**src/rtl/decode_ctrl_pkg.sv**
```systemverilog
// decode_ctrl_pkg: shared types for the decode control buffer.
// Holds imm_fmt encodings, RV32 major opcodes and buffer state encoding.
package decode_ctrl_pkg;

    typedef enum logic [2:0] {
        FMT_NONE = 3'd0,
        FMT_I    = 3'd1,
        FMT_S    = 3'd2,
        FMT_B    = 3'd3,
        FMT_U    = 3'd4,
        FMT_J    = 3'd5
    } imm_fmt_e;

    // Encoding doubles as the occupancy count.
    typedef enum logic [1:0] {
        ST_EMPTY = 2'd0,
        ST_ONE   = 2'd1,
        ST_FULL  = 2'd2
    } state_e;

    localparam logic [6:0] OP_LOAD    = 7'b0000011;
    localparam logic [6:0] OP_IMM     = 7'b0010011;
    localparam logic [6:0] OP_JALR    = 7'b1100111;
    localparam logic [6:0] OP_SYSTEM  = 7'b1110011;
    localparam logic [6:0] OP_STORE   = 7'b0100011;
    localparam logic [6:0] OP_BRANCH  = 7'b1100011;
    localparam logic [6:0] OP_LUI     = 7'b0110111;
    localparam logic [6:0] OP_AUIPC   = 7'b0010111;
    localparam logic [6:0] OP_JAL     = 7'b1101111;
    localparam logic [6:0] OP_OP      = 7'b0110011;
    localparam logic [6:0] OP_FENCE   = 7'b0001111;
    localparam logic [6:0] OP_CUSTOM2 = 7'b1011011;

endpackage

```
**src/rtl/decode_ctrl_fmt_classify.sv**
```systemverilog
// fmt_classify: combinational RV32 opcode -> immediate format classifier.
// Ports: instr (in, 32), imm_fmt (out, 3), illegal (out, 1).
// Macro CHERI_OPCODE_EN: accept custom-2 (1011011) as an I-format opcode.
module fmt_classify
    import decode_ctrl_pkg::*;
(
    input  logic [31:0] instr,
    output logic [2:0]  imm_fmt,
    output logic        illegal
);

    // Only the major opcode matters; the low two bits are part of it,
    // so a compressed encoding never matches and lands in default.
    logic w_unused;
    assign w_unused = ^instr[31:7];

    always_comb begin
        imm_fmt = FMT_NONE;
        illegal = 1'b0;
        case (instr[6:0])
            OP_LOAD, OP_IMM, OP_JALR, OP_SYSTEM: imm_fmt = FMT_I;
            OP_STORE:                            imm_fmt = FMT_S;
            OP_BRANCH:                           imm_fmt = FMT_B;
            OP_LUI, OP_AUIPC:                    imm_fmt = FMT_U;
            OP_JAL:                              imm_fmt = FMT_J;
            OP_OP, OP_FENCE:                     imm_fmt = FMT_NONE;
`ifdef CHERI_OPCODE_EN
            OP_CUSTOM2:                          imm_fmt = FMT_I;
`endif
            default:                             illegal = 1'b1;
        endcase
    end

endmodule

```
**src/rtl/decode_ctrl.sv**
```systemverilog
// decode_ctrl: 2-entry in-order instruction buffer with push-time
// immediate-format classification.
// Ports: clk, rst (sync, active-high), flush;
//   in_valid/in_ready/in_instr/in_pc   - fetch side push;
//   out_valid/out_ready/out_instr/out_pc/imm_fmt/illegal - head entry;
//   occupancy - entries held (0..2).
// Macro CHERI_OPCODE_EN (via fmt_classify): custom-2 classifies as I.
module decode_ctrl
    import decode_ctrl_pkg::*;
#(
    parameter int PC_W = 32
) (
    input  logic            clk,
    input  logic            rst,
    input  logic            flush,
    input  logic            in_valid,
    output logic            in_ready,
    input  logic [31:0]     in_instr,
    input  logic [PC_W-1:0] in_pc,
    output logic            out_valid,
    input  logic            out_ready,
    output logic [31:0]     out_instr,
    output logic [PC_W-1:0] out_pc,
    output logic [2:0]      imm_fmt,
    output logic            illegal,
    output logic [1:0]      occupancy
);

    state_e r_state;
    state_e w_next;

    logic w_push;
    logic w_pop;
    logic [2:0] w_fmt;
    logic w_ill;

    // Slot 0 is always the head; slot 1 only holds the second entry in FULL.
    logic [31:0]     r_instr0;
    logic [PC_W-1:0] r_pc0;
    logic [2:0]      r_fmt0;
    logic            r_ill0;
    logic [31:0]     r_instr1;
    logic [PC_W-1:0] r_pc1;
    logic [2:0]      r_fmt1;
    logic            r_ill1;

    fmt_classify u_cls (
        .instr   (in_instr),
        .imm_fmt (w_fmt),
        .illegal (w_ill)
    );

    assign in_ready  = (r_state != ST_FULL);
    assign out_valid = (r_state != ST_EMPTY);
    assign w_push    = in_valid && in_ready;
    assign w_pop     = out_valid && out_ready;

    always_ff @(posedge clk) begin
        if (rst) begin
            r_state <= ST_EMPTY;
        end else begin
            r_state <= w_next;
        end
    end

    always_comb begin
        w_next = r_state;
        if (flush) begin
            w_next = ST_EMPTY;
        end else begin
            case (r_state)
                ST_EMPTY: begin
                    if (w_push) w_next = ST_ONE;
                end
                ST_ONE: begin
                    if (w_push && !w_pop) w_next = ST_FULL;
                    else if (w_pop && !w_push) w_next = ST_EMPTY;
                end
                ST_FULL: begin
                    if (w_pop) w_next = ST_ONE;
                end
                default: w_next = ST_EMPTY;
            endcase
        end
    end

    // Flushed entries keep their stale payload; out_valid hides it.
    always_ff @(posedge clk) begin
        if (rst) begin
            r_instr0 <= '0;
            r_pc0    <= '0;
            r_fmt0   <= FMT_NONE;
            r_ill0   <= 1'b0;
            r_instr1 <= '0;
            r_pc1    <= '0;
            r_fmt1   <= FMT_NONE;
            r_ill1   <= 1'b0;
        end else if (!flush) begin
            case (r_state)
                ST_EMPTY: begin
                    if (w_push) begin
                        r_instr0 <= in_instr;
                        r_pc0    <= in_pc;
                        r_fmt0   <= w_fmt;
                        r_ill0   <= w_ill;
                    end
                end
                ST_ONE: begin
                    if (w_push && w_pop) begin
                        r_instr0 <= in_instr;
                        r_pc0    <= in_pc;
                        r_fmt0   <= w_fmt;
                        r_ill0   <= w_ill;
                    end else if (w_push) begin
                        r_instr1 <= in_instr;
                        r_pc1    <= in_pc;
                        r_fmt1   <= w_fmt;
                        r_ill1   <= w_ill;
                    end
                end
                ST_FULL: begin
                    if (w_pop) begin
                        r_instr0 <= r_instr1;
                        r_pc0    <= r_pc1;
                        r_fmt0   <= r_fmt1;
                        r_ill0   <= r_ill1;
                    end
                end
                default: begin
                end
            endcase
        end
    end

    assign out_instr = r_instr0;
    assign out_pc    = r_pc0;
    assign imm_fmt   = r_fmt0;
    assign illegal   = r_ill0;
    assign occupancy = r_state;

endmodule

```
**config.mk**
```make
export PLATFORM = sky130hd
export DESIGN_NAME = decode_ctrl
export DESIGN_NICKNAME = d
export VERILOG_FILES = /design/src/rtl/decode_ctrl_pkg.sv /design/src/rtl/decode_ctrl_fmt_classify.sv /design/src/rtl/decode_ctrl.sv
export SDC_FILE = /design/constraint.sdc
export NUM_CORES = 1
export LEC_CHECK = 0
export ABC_AREA = 1
export CELL_PAD_IN_SITES_DETAIL_PLACEMENT = 2
export CELL_PAD_IN_SITES_GLOBAL_PLACEMENT = 2
export CORE_ASPECT_RATIO = 0.8
export CORE_MARGIN = 2
export CORE_UTILIZATION = 27
export DETAILED_ROUTE_END_ITERATION = 10
export GPL_TIMING_DRIVEN = 0
export PLACE_DENSITY = 0.82
export SLEW_MARGIN = 20
export SYNTH_ARGS = -nofsm -noshare
export SYNTH_HDL_FRONTEND = slang
export SYNTH_SLANG_ARGS = --single-unit
```
**constraint.sdc**
```tcl
create_clock -name clk -period 2.1 [get_ports clk]
set_input_delay 0.525 -clock clk [delete_from_list [all_inputs] [get_ports clk]]
set_output_delay 0.525 -clock clk [all_outputs]
set_load 0.03 [all_outputs]
```
==> out/results.txt <==
Die height = 135 um
Syn. warnings = 0
Gp weighted congestion = 0.761
Final HPWL DP = 15500 um
Largest net degree at the start of global routing = 20
CTS HTree Levels = 4
Peak VDD IR = 0.000451 V
Nets = 1066
Placed cell area = 7530 um^2
Vias = 5988
Synth Cell Area = 5790 um^2
I/O pins = 141
Routed wire length per instance = 17.0 um
Hold WS = 0.450 ns
Overflow left after global routing = 0
Max-Cap Viols = 0
Post-Syn Nets = 901
Hold buffers post-CTS = 0
Via-to-Cell Ratio = 4.69
CP top delay family = buffers and inverters
Share of layout cells above drive strength 1 = 0.0904
Chip width = 168 um
Fin. Hold Viols = 0
Pwr Density = 846 nW/um^2
CTS root buffer = clkbuf_16
Core Footprint = 20900 um^2
Slowest stage delay, CP = 0.69 ns
Worst endpoint data arrival time = 1.51 ns
Hold Crit Class = reg -> reg
Setup violations, final = 0
DR pass1 iterations = 4
Post-layout util = 0.400
Rows = 47
GR peak layer = met2
Crit Path Max Fanout = 6
Antenna Cells = 0
Clock Pin Slew Worst Setup and Hold Paths = 0.06 ns
Fin area = 8340 um^2
Iteration-0 DRC Markers = 192
Placed cell count = 1239
Max Slew Vio Count = 0
TritonCTS Buffers = 17
Clk_lat worst skew = 0.42 ns
Clock buffer depth = 2
First-pass GRT wire length = 34300 um
CP endpoint kind = primary output
Critical-path cell list = clkdlybuf4s50_1
Final period utilization = 0.971
DRT Wirelength = 21700 um
Fmax = 0.491 GHz
Rel. slew slack = 0.569
CTS tree = yes
M2 GR Usage = 0.333
Synth top area cells = dfxtp_1 48%, o21ai_0 15%, nor2_1 12%
Post-DRT Antenna Nets = 0
Period minus WS final = 2.04 ns
Non-filler instance count after layout = 1276
Kind of start point of the critical path = register
Met3 GRT Util = 0.0460
Port-buffer cells = 140
Crit Path Class = reg -> out
Setup Skew = 0.0116 ns
Seq cells post-synth = 138
Synth Instances = 830
Yosys top cell area share = 0.477
Total power = 7060 uW
Vias in the first global route = 6272
Critical path's slowest cell = clkdlybuf4s50_1
All-Layer GR Usage = 0.196
Area Growth Syn to Fin = 44.0%
Clock sink total = 138
Sequential area share after synthesis = 0.477
Drt drc = 0
Synth unique cells = 21
Layout filler cell count = 2444
Starting density of the core = 0.277
Outcome = completed
Static Leakage = 0.00334 uW
CP bufs+invs = 1
Die Area = 22600 um^2
GRT met1 Usage = 0.252
Worst-Margin Slew = 0.647 ns
RSZ-0062 raised after global routing = yes
CP required = 1.57 ns
Synth Area per Inst = 6.98 um^2
Area leader, netlist = dfxtp_1
Initial antenna violation count = 1
-- through the flow --
stage / setup WS [ns] / TNS, ns
floorplan: 0.212 / 0
global placement: -0.551 / -56.28
detailed placement: -0.662 / -67.82
CTS: -0.0804 / -0.0860
global route: -0.0160 / -0.0782
finish: 0.0613 / 0
-- cells in the final DEF (no fill, tap or decap), drive strengths merged --
master	instances
bufinv	3
and2	1
bufbuf	1
clkdlybuf4s50	138
nor2	183
ha	2
clkinvlp	1
clkinv	4
nand3	6
clkbuf	48
nand2	136
dfxtp	138
o21ai	180
a211oi	1
inv	68
nor3	1
a21boi	1
buf	37
a21oi	56
or2	1
dlygate4sd2	1
-- path summary, 6_finish.rpt --
path	depth (start not counted)	slack, ns	to	from
setup reg to reg	11	0.11	r_instr1[20]	occupancy[1]
hold / removal	2	0.45	r_instr1[0]	r_instr1[0]
hold reg to reg	2	0.45	r_instr1[0]	r_instr1[0]
setup / recovery	1	0.06	occupancy[0]	occupancy[0]
-- power by group --
| group | internal [uW] | switching, uW |
|---|---|---|
| Combinational | 490 | 654 |
| Sequential | 2760 | 72.8 |
| Clock | 1950 | 1140 |
-- flip-flops by register name, summed over array words and instances (netlist names) --
name	cells
imm_fmt	3
illegal	1
out_instr	32
r_ill1	1
out_pc	32
occupancy	2
r_instr1	32
r_fmt1	3
r_pc1	32
-- routing by layer --
metal  wire length [um]  vias to the layer above
li1                   -                     2980
met1              10300                     2883
met2              10300                      111
met3                901                       12
met4                146                        2
met5                 11                        -
-- area by class of cell --
type	count	area (um^2)	area share
Sequential cell	138	2770	0.331
Multi-Input combinational cell	568	2540	0.305
Timing Repair Buffer	147	1500	0.180
Clock buffer	23	478	0.0573
Buffer	55	338	0.0405
Tap cell	269	337	0.0403
Inverter	68	260	0.0312
Clock inverter	8	118	0.0141
-- repair_timing --
item	in CTS	in global routing
endpoints found under the setup margin	97	131
buffers inserted	5	1
endpoints found under the hold margin	0	0
gates cloned	1	0
pin swaps	7	5
gates resized for setup	39	35
-- cell usage after synthesis --
cell      number
a211oi_1       1
a21boi_0       1
a21oi_1       56
and2_1         1
buf_2         22
buf_4          2
buf_6          5
clkbuf_1      27
dfxtp_1      138
ha_1           2
inv_1         65
inv_2          3
nand2_1      136
nand3_1        4
nand3_2        2
nor2_1       181
nor2_4         2
nor3_1         1
o21ai_0      175
o21ai_1        5
or2_2          1
-- cells by family (layout without fill, tap and decap cells) --
group / count (synthesis) / count (layout) / share of synthesized area
and+or+nand+nor: 328 / 328 / 0.219
adders and majority gates: 2 / 2 / 0.00432
AOI/OAI and AO/OA: 238 / 238 / 0.207
DFF: 138 / 138 / 0.477
buffers and inverters: 124 / 301 / 0.0929
No activity file was read; power rests on OpenSTA's default activity.
